### config.mk
export PLATFORM = sky130hd
export DESIGN_NAME = mmio_responder
export DESIGN_NICKNAME = d
export VERILOG_FILES = /design/src/rtl/mmio_responder_pkg.sv /design/src/rtl/mmio_sync.sv /design/src/rtl/mmio_responder.sv
export SDC_FILE = /design/constraint.sdc
export NUM_CORES = 1
export LEC_CHECK = 0
export CAP_MARGIN = 20
export CORE_ASPECT_RATIO = 1.1
export CORE_UTILIZATION = 36
export CTS_BUF_LIST = sky130_fd_sc_hd__clkbuf_16
export CTS_CLUSTER_DIAMETER = 80
export CTS_CLUSTER_SIZE = 24
export DETAILED_ROUTE_END_ITERATION = 10
export PLACE_DENSITY = 0.75
export SYNTH_ARGS = -nofsm -noshare
export SYNTH_HDL_FRONTEND = slang
export SYNTH_SLANG_ARGS = --single-unit
### constraint.sdc
create_clock -name clk -period 1.69 [get_ports clk]
set_input_delay 0.338 -clock clk [delete_from_list [all_inputs] [get_ports clk]]
set_output_delay 0.338 -clock clk [all_outputs]
set_load 0.01 [all_outputs]
### src/rtl/mmio_responder_pkg.sv
// Shared constants for the CPU memory-bus responder.
//  - bus command encodings (MNONE / MREAD / MWRITE)
//  - I/O register addresses
//  - read-path region select codes and an address-to-region helper
package mmio_responder_pkg;

  localparam logic [1:0] MNONE  = 2'd0;
  localparam logic [1:0] MREAD  = 2'd1;
  localparam logic [1:0] MWRITE = 2'd2;

  localparam logic [8:0] A_LED    = 9'h100;
  localparam logic [8:0] A_SW     = 9'h140;
  localparam logic [8:0] A_KEYEVT = 9'h141;
  localparam logic [8:0] A_TCOUNT = 9'h180;
  localparam logic [8:0] A_TSTAT  = 9'h181;

  typedef enum logic [1:0] {
    SEL_NONE = 2'd0,
    SEL_RAM  = 2'd1,
    SEL_IO   = 2'd2
  } sel_e;

  // Lower half of the address space is RAM, upper half is I/O.
  function automatic sel_e addr_region(input logic [8:0] addr);
    return addr[8] ? SEL_IO : SEL_RAM;
  endfunction

endpackage

### src/rtl/mmio_sync.sv
// Two-flop synchronizer for asynchronous board inputs.
// Ports:
//   clk    in          system clock
//   reset  in          synchronous, active-high; both stages load RESET_VAL
//   d_i    in  WIDTH   asynchronous input
//   q_o    out WIDTH   synchronized output (two clk edges of latency)
module mmio_sync #(
  parameter int               WIDTH     = 1,
  parameter logic [WIDTH-1:0] RESET_VAL = '0
) (
  input  logic             clk,
  input  logic             reset,
  input  logic [WIDTH-1:0] d_i,
  output logic [WIDTH-1:0] q_o
);

  logic [WIDTH-1:0] meta_q;
  logic [WIDTH-1:0] sync_q;

  always_ff @(posedge clk) begin
    if (reset) begin
      meta_q <= RESET_VAL;
      sync_q <= RESET_VAL;
    end else begin
      meta_q <= d_i;
      sync_q <= meta_q;
    end
  end

  assign q_o = sync_q;

endmodule

### src/rtl/mmio_responder.sv
// Responder end of the CPU memory bus. Decodes each request, steers it to
// RAM or to on-chip I/O registers, and returns read data through a single
// clocked read mux (exactly one cycle of read latency for every address).
//
// Map: 0x000-0x0FF RAM | 0x100 LED (R/W) | 0x140 SW (R)
//      | 0x141 KEYEVT (R, clear-on-read) | 0x180 TCOUNT, 0x181 TSTAT (timer)
//      Anything else reads 0x0000 and ignores writes.
//
// Optional feature macro: MMIO_TIMER_EN -- adds the prescaled 16-bit timer
// at 0x180/0x181. Without it those addresses behave as unmapped.
//
// Ports:
//   clk        in   1   system clock
//   reset      in   1   synchronous, active-high
//   mem_cmd    in   2   MNONE / MREAD / MWRITE
//   mem_addr   in   9   request address
//   wdata      in   16  CPU write data
//   ram_dout   in   16  synchronous RAM read data (valid 1 cycle after address)
//   ram_write  out  1   RAM write enable (combinational)
//   read_data  out  16  read data, 1 cycle after MREAD, else 0
//   sw         in   8   board switches (asynchronous)
//   key_n      in   2   pushbuttons, active-low (asynchronous)
//   led        out  8   LED register
module mmio_responder
  import mmio_responder_pkg::*;
#(
  parameter int         PRESCALE  = 50000,
  parameter logic [7:0] LED_RESET = 8'h00
) (
  input  logic        clk,
  input  logic        reset,
  input  logic [1:0]  mem_cmd,
  input  logic [8:0]  mem_addr,
  input  logic [15:0] wdata,
  input  logic [15:0] ram_dout,
  output logic        ram_write,
  output logic [15:0] read_data,
  input  logic [7:0]  sw,
  input  logic [1:0]  key_n,
  output logic [7:0]  led
);

  logic is_read;
  logic is_write;
  assign is_read  = (mem_cmd == MREAD);
  assign is_write = (mem_cmd == MWRITE);

  assign ram_write = is_write & ~mem_addr[8];

  // Board input synchronizers. Keys idle high, so they reset to 2'b11 to
  // avoid a spurious press right after reset.
  logic [7:0] sw_sync;
  logic [1:0] key_sync;

  mmio_sync #(.WIDTH(8), .RESET_VAL(8'h00)) u_sw_sync (
    .clk   (clk),
    .reset (reset),
    .d_i   (sw),
    .q_o   (sw_sync)
  );

  mmio_sync #(.WIDTH(2), .RESET_VAL(2'b11)) u_key_sync (
    .clk   (clk),
    .reset (reset),
    .d_i   (key_n),
    .q_o   (key_sync)
  );

  logic [7:0]  led_q, led_d;
  logic [1:0]  key_prev_q;
  logic [1:0]  evt_q, evt_d;
  logic [1:0]  key_fall;
  sel_e        sel_q, sel_d;
  logic [15:0] io_q, io_d;
  logic [15:0] io_rd;

  assign key_fall = key_prev_q & ~key_sync;

`ifdef MMIO_TIMER_EN
  localparam int PW = (PRESCALE > 1) ? $clog2(PRESCALE) : 1;

  logic [PW-1:0] presc_q, presc_d;
  logic [15:0]   tcount_q, tcount_d;
  logic          ten_q, ten_d;
  logic          tovf_q, tovf_d;
  logic          tick;
  logic          wr_tcount, wr_tstat, rd_tstat;

  assign wr_tcount = is_write && (mem_addr == A_TCOUNT);
  assign wr_tstat  = is_write && (mem_addr == A_TSTAT);
  assign rd_tstat  = is_read  && (mem_addr == A_TSTAT);

  always_comb begin
    presc_d  = presc_q;
    tcount_d = tcount_q;
    ten_d    = ten_q;
    // A TCOUNT load restarts the period, so it pre-empts a tick.
    tick     = ten_q && (presc_q == PW'(PRESCALE - 1)) && !wr_tcount;
    if (wr_tcount) begin
      tcount_d = wdata;
      presc_d  = '0;
    end else if (ten_q) begin
      if (tick) begin
        presc_d  = '0;
        tcount_d = tcount_q + 16'd1;
      end else begin
        presc_d = presc_q + PW'(1);
      end
    end
    // Wrap sets ovf even when the same cycle reads (and clears) TSTAT.
    tovf_d = (tovf_q & ~rd_tstat) | (tick & (tcount_q == 16'hFFFF));
    if (wr_tstat) ten_d = wdata[0];
  end

  always_ff @(posedge clk) begin
    if (reset) begin
      presc_q  <= '0;
      tcount_q <= '0;
      ten_q    <= 1'b0;
      tovf_q   <= 1'b0;
    end else begin
      presc_q  <= presc_d;
      tcount_q <= tcount_d;
      ten_q    <= ten_d;
      tovf_q   <= tovf_d;
    end
  end
`endif

  // Upper wdata bits are only consumed by the timer; PRESCALE only by the timer.
  logic unused_cfg;
  assign unused_cfg = ^{wdata[15:8], 32'(PRESCALE)};

  always_comb begin
    io_rd = 16'h0000;
    case (mem_addr)
      A_LED:    io_rd = {8'h00, led_q};
      A_SW:     io_rd = {8'h00, sw_sync};
      A_KEYEVT: io_rd = {14'b0, evt_q};
`ifdef MMIO_TIMER_EN
      A_TCOUNT: io_rd = tcount_q;
      A_TSTAT:  io_rd = {14'b0, tovf_q, ten_q};
`endif
      default:  io_rd = 16'h0000;
    endcase
  end

  always_comb begin
    led_d = led_q;
    if (is_write && (mem_addr == A_LED)) led_d = wdata[7:0];

    // Clear-on-read, but an edge arriving in the same cycle keeps its bit.
    evt_d = evt_q;
    if (is_read && (mem_addr == A_KEYEVT)) evt_d = 2'b00;
    evt_d = evt_d | key_fall;

    sel_d = SEL_NONE;
    io_d  = 16'h0000;
    if (is_read) begin
      sel_d = addr_region(mem_addr);
      io_d  = io_rd;
    end
  end

  always_ff @(posedge clk) begin
    if (reset) begin
      led_q      <= LED_RESET;
      evt_q      <= 2'b00;
      key_prev_q <= 2'b11;
      sel_q      <= SEL_NONE;
      io_q       <= 16'h0000;
    end else begin
      led_q      <= led_d;
      evt_q      <= evt_d;
      key_prev_q <= key_sync;
      sel_q      <= sel_d;
      io_q       <= io_d;
    end
  end

  // RAM data arrives from the RAM's own output register, so it is muxed in
  // directly; I/O data was captured into io_q on the request edge.
  always_comb begin
    case (sel_q)
      SEL_RAM: read_data = ram_dout;
      SEL_IO:  read_data = io_q;
      default: read_data = 16'h0000;
    endcase
  end

  assign led = led_q;

endmodule

# Word level (Yosys, flattened, before mapping)
# Index checks and enable logic that the tools add are counted.
# word_totals
regBits	50
output_inout_bits	25
# classes
n_eq_ne	7
n_mux	4
bitwise_logic	6
n_reduce_logical	3
# op_table
operator	count
16-bit case mux with 2 select lines	1
9-bit == test, second input constant	3
8-bit case mux with 3 select lines	1
2-bit by 1-bit == test with 1-bit output, second input constant	2
2-bit == test, second input constant	2
2-bit 2-to-1 mux	2
2-bit bitwise AND	1
1-bit logical AND	2
1-bit inverter	2
2-bit inverter	1
2-bit OR	1
2-bit OR reduction	1
1-bit bitwise AND	1

# Logic depth before layout (Yosys ltp)
# logic_depth
depth_word	4
ltp_mapped	5
depth_no_buf	4

# Modules after synthesis
# From an unflattened synthesis, not the netlist that was laid out.
# unflattened
cells_unflattened	162
hier_area_um2	1701.6
# by_module_without_submodules
mod	instances	cells_each	area_per_inst_um2	seq_area_each_um2
mmio_responder	1	121	1132.3	440.4
mmio_sync at u_sw_sync	1	33	464.2	320.3
mmio_sync at u_key_sync	1	8	105.1	80.1

# Worst setup path before layout
# OpenSTA, ideal clock, no wires.
# synth_path
kind	input-to-reg
from	input port mem_addr[1]
to	register io_q[2]
setup_ps	65
t_arrival_ps	1628
t_required_ps	1625
slack_ps	-3
path_stages	4
path_buffers	1
cell_sequence	or4b_4 or4_1 buf_2 nor2_1
# synth_between
elab_chain_cells	2
elab_cells_between_ends	4
classes_between	eq/ne (3); mux (1)
# synth_lines
element	line	text
from (decl)	mmio_responder.sv:33	input logic [8:0] mem_addr,
9-bit == test	mmio_responder.sv:136	case (mem_addr)
8-bit case mux with 3 select lines *	mmio_responder.sv:136	
to (signal assigned)	mmio_responder.sv:177	io_q <= io_d;
to (decl)	mmio_responder.sv:74	logic [15:0] io_q, io_d;
# Every way passes the cells marked *; elsewhere a longest branch is shown, timed or not.
# A chain may end at the register's enable or synchronous reset.

# Worst setup path in the final report
# layout_path
from	input port mem_addr[1]
to	register io_q[6]
# The elaborated chain is that of the path after synthesis.

==> impl_metrics.xml <==
<?xml version="1.0" encoding="UTF-8"?>
<metrics>
  <group name="status">
    <metric name="status" unit="">finished clean</metric>
  </group>
  <group name="worst_setup_path">
    <metric name="ws_path_type" unit="">in -&gt; reg</metric>
    <metric name="worst_r2r_startpoint" unit="">evt_q[0]</metric>
    <metric name="cp-startpoint" unit="">mem_addr[1]</metric>
    <metric name="worst_r2r_end" unit="">io_q[0]</metric>
    <metric name="critPathSlowestCell" unit="">or4_4</metric>
    <metric name="worst-r2r-cell-count" unit="">3</metric>
    <metric name="critical_path.endpoint" unit="">io_q[6]</metric>
    <metric name="timing.reg2reg.setup_slack" unit="ps">750</metric>
    <metric name="timing.critical_path.slowest_cell_delay" unit="ps">590</metric>
    <metric name="worst-endpoint-arrival" unit="ps">1860</metric>
    <metric name="cp_endpoint_kind" unit="">flip-flop</metric>
    <metric name="timing.critical_path.required" unit="ps">1910</metric>
    <metric name="critical_path.cell_chain" unit="">dlygate4sd2_1, or4b_4, or4_4, nor2_1</metric>
    <metric name="timing.critical_path.from_type" unit="">primary input</metric>
    <metric name="path_max_fanout" unit="">6</metric>
  </group>
  <group name="timing">
    <metric name="post-route-min-period" unit="ps">1650</metric>
    <metric name="clock_skew" unit="ps">2.99</metric>
    <metric name="final-setup-viol-count" unit="">0</metric>
    <metric name="tns" unit="ps">0</metric>
    <metric name="tightest_slew" unit="ps">321</metric>
    <metric name="maxClockFrequency" unit="MHz">607</metric>
    <metric name="final_critical_path_setup_slack" unit="ps">42.5</metric>
    <metric name="slew_violations" unit="">0</metric>
    <metric name="timing_hold_violations_final" unit="">0</metric>
    <metric name="layout_worst_path_cycle_share" unit="%">97.5</metric>
    <metric name="worst_slew_margin_rel" unit="%">78.1</metric>
  </group>
  <group name="placement">
    <metric name="detailedPlace.worstSlack" unit="ps">-446</metric>
    <metric name="placement.io_buffers" unit="">71</metric>
    <metric name="dp.final_hpwl" unit="microns">2520</metric>
    <metric name="place.gp.congestion" unit="">0.749</metric>
  </group>
  <group name="floorplan">
    <metric name="die_w" unit="microns">66.6</metric>
    <metric name="fp.coreArea" unit="sq mm">0.00435</metric>
    <metric name="initial_utilization" unit="%">38.0</metric>
    <metric name="die_height" unit="microns">73.0</metric>
    <metric name="die_area" unit="sq mm">0.00486</metric>
    <metric name="io_pins" unit="">80</metric>
    <metric name="standard_cell_row_count" unit="">25</metric>
  </group>
  <group name="global_routing">
    <metric name="antenna_found_initial" unit="">0</metric>
    <metric name="track_usage" unit="%">15.0</metric>
    <metric name="wire_length_of_the_first_global_routing_pass" unit="microns">5490</metric>
    <metric name="largest_net_degree_at_the_start_of_global_routing" unit="">41</metric>
    <metric name="gr-total-overflow" unit="">0</metric>
    <metric name="vias_in_the_first_global_route" unit="">1283</metric>
  </group>
  <group name="power">
    <metric name="p_sw_share" unit="%">20.2</metric>
    <metric name="internal_power" unit="mW">1.71</metric>
    <metric name="total_leakage_power" unit="nW">1.03</metric>
    <metric name="power.share.clock" unit="%">41.8</metric>
    <metric name="net-switching-power" unit="uW">433</metric>
    <metric name="irDropWorstVdd" unit="uV">617</metric>
    <metric name="p_comb_share" unit="%">10.5</metric>
    <metric name="sequentialPowerShare" unit="%">47.8</metric>
    <metric name="power_density" unit="mW/mm^2">805</metric>
  </group>
  <group name="synth">
    <metric name="total_nets_after_synthesis" unit="">221</metric>
    <metric name="netlist_instances" unit="">164</metric>
    <metric name="synth_sequential_area_ratio" unit="%">50.9</metric>
    <metric name="count_of_unique_library_cells_instantiated_by_yosys" unit="">27</metric>
    <metric name="synth-warning-count" unit="">0</metric>
    <metric name="postSynthRegisterBits" unit="">42</metric>
    <metric name="post_synth_instance_area" unit="sq mm">0.00165</metric>
    <metric name="syn-mean-instance-area" unit="sq um">10.1</metric>
  </group>
  <group name="cts">
    <metric name="cts_max_path_buffers" unit="">2</metric>
    <metric name="tritoncts" unit="">done</metric>
    <metric name="cts_buffers" unit="">5</metric>
    <metric name="htree_levels" unit="">2</metric>
    <metric name="cts_root_buf" unit="">clkbuf_16</metric>
    <metric name="clock_sink_count" unit="">42</metric>
    <metric name="clock_insertion_delay_at_the_later_pin_of_the_skew_report" unit="ps">280</metric>
    <metric name="clk_pin_slew_worst_paths" unit="ps">60</metric>
  </group>
  <group name="drt">
    <metric name="total_routed_length" unit="microns">3430</metric>
    <metric name="dr.first_iter.drc_count" unit="">14</metric>
    <metric name="wl_per_cell" unit="microns">11.4</metric>
    <metric name="drc" unit="">0</metric>
    <metric name="detailedRoute.firstPassIterationCount" unit="">4</metric>
    <metric name="route.vias.total" unit="">1363</metric>
    <metric name="route.detailed.vias_per_inst" unit="">4.54</metric>
    <metric name="drtAntennaViolNets" unit="">0</metric>
  </group>
  <group name="job">
    <metric name="maxCapViolations" unit="">0</metric>
  </group>
  <group name="final_layout">
    <metric name="final_layout_size_suffix_gt1_share" unit="%">20.7</metric>
    <metric name="signed_area_change_from_the_synthesized_netlist_to_the_final_layout" unit="%">61.4</metric>
    <metric name="insertedDiodeCount" unit="">0</metric>
    <metric name="num-nets-final" unit="">302</metric>
  </group>
  <group name="min_path">
    <metric name="hp-class" unit="">reg -&gt; reg</metric>
  </group>
</metrics>
-- worst max-delay path, delay by kind of cell --
family	cells	cell delay, ps
and+or+nand+nor	3	1300
buffers and inverters	1	230
-- per-layer routing --
layer  up-vias  routed length [microns]  GRT usage [%]  part of all wire, %
met5         -                        0              0                    0
met4         0                       80           7.80                  2.3
met1       596                     1350           16.1                   39
met3         8                      319           3.75                  9.3
met2        56                     1680           26.6                   49
li1        703                        -              -                    -
-- how the worst min path moves through the flow --
stage | from | endpoint | slack (ps) | depth (start not counted)
3_3_place_gp | u_key_sync.meta_q[0] | u_key_sync.q_o[0] | 390 | 1
3_5_place_dp | u_key_sync.meta_q[0] | u_key_sync.q_o[0] | 390 | 1
2_1_floorplan | u_key_sync.meta_q[0] | u_key_sync.q_o[0] | 390 | 1
6_report | u_key_sync.meta_q[0] | u_key_sync.q_o[0] | 410 | 1
5_1_grt | u_key_sync.meta_q[1] | u_key_sync.q_o[1] | 430 | 1
4_1_cts | u_key_sync.meta_q[0] | u_key_sync.q_o[0] | 410 | 1
-- cells in the mapped netlist, drive strengths merged --
master	instances	area (sq um)
a2111oi	2	17.5
a21oi	2	10.0
a22oi	10	75.1
and2	8	50.1
buf	3	12.5
clkbuf	7	27.5
dfxtp	42	841
ha	2	25.0
inv	4	15.0
mux2	2	22.5
mux2i	14	140
nand2b	18	113
nand4b	1	8.76
nor2	17	63.8
nor2b	16	100
nor3	1	16.3
nor3b	1	7.51
o31ai	2	15.0
or2	7	43.8
or3	1	6.26
or3b	1	8.76
or4	1	7.51
or4b	2	23.8
-- final cells by class --
type / count / area, sq um
Fill cell: 382 / 1680
Sequential cell: 42 / 843
Multi-Input combinational cell: 108 / 811
Timing Repair Buffer: 84 / 786
Clock buffer: 5 / 125
Tap cell: 54 / 67.6
Clock inverter: 3 / 16.3
Inverter: 4 / 15.0
-- cells by family (layout without fill, tap and decap cells) --
group           after synthesis  count (layout)  share of synthesized area (%)
simple gates                 74              74                           27.2
flops                        42              42                           50.9
compound gates               16              16                           7.13
mux                          16              16                           9.86
buf+inv                      14              96                           3.34
fa+ha+maj                     2               2                           1.52
-- through the flow --
| step | total power, mW | cells | instance area [sq um] | utilization (%) | hold slack [ps] |
|---|---|---|---|---|---|
| after floorplan | 1.12 | 164 | 1650 | - | 389 |
| after CTS | 2.16 | 299 | 2620 | 60.3 | 407 |
| after detailed placement | 1.27 | 291 | 2500 | 57.6 | 394 |
| after global placement | 1.26 | 291 | 2500 | 57.6 | 392 |
| final | 2.14 | 300 | 2660 | 61.3 | 408 |
| after global routing | 2.23 | 300 | 2660 | 61.3 | 430 |
-- registers in the layout (all words and copies together), names as in the netlist --
signal             flops
u_sw_sync.meta_q       8
io_q                   8
u_sw_sync.q_o          8
u_key_sync.q_o         2
led                    8
u_key_sync.meta_q      2
key_prev_q             2
sel_q                  2
evt_q                  2
-- layout by cell type (no fill, tap or decap), drive strengths merged --
master,instances
clkdlybuf4s15,8
nor3b,1
a2111oi,2
or3b,1
a21oi,2
ha,2
or4,1
nor2b,16
or2,7
buf,21
and2,8
mux2,2
nand2b,18
mux2i,14
a22oi,10
nand4b,1
or3,1
clkdlybuf4s50,48
dfxtp,42
o31ai,2
nor2,17
clkinv,1
or4b,2
clkbuf,6
inv,6
dlygate4sd2,6
nor3,1
-- power groups by stage --
stage / clock network, mW / registers, mW / logic [mW]
2_1_floorplan: 0 / 1.04 / 0.0784
6_report: 0.895 / 1.02 / 0.224
5_1_grt: 0.961 / 1.03 / 0.244
3_3_place_gp: 0 / 1.05 / 0.219
3_5_place_dp: 0 / 1.05 / 0.223
4_1_cts: 0.914 / 1.02 / 0.220
-- timing repair --
item                                    4_1_cts  5_1_grt
buffers inserted                              0        1
pin swaps                                     7        0
gates resized for setup                      65        8
hold buffers                                  0        0
endpoints found under the setup margin       31       17
cloned                                        0        0
Note: power is estimated with default switching activity, not from simulation.
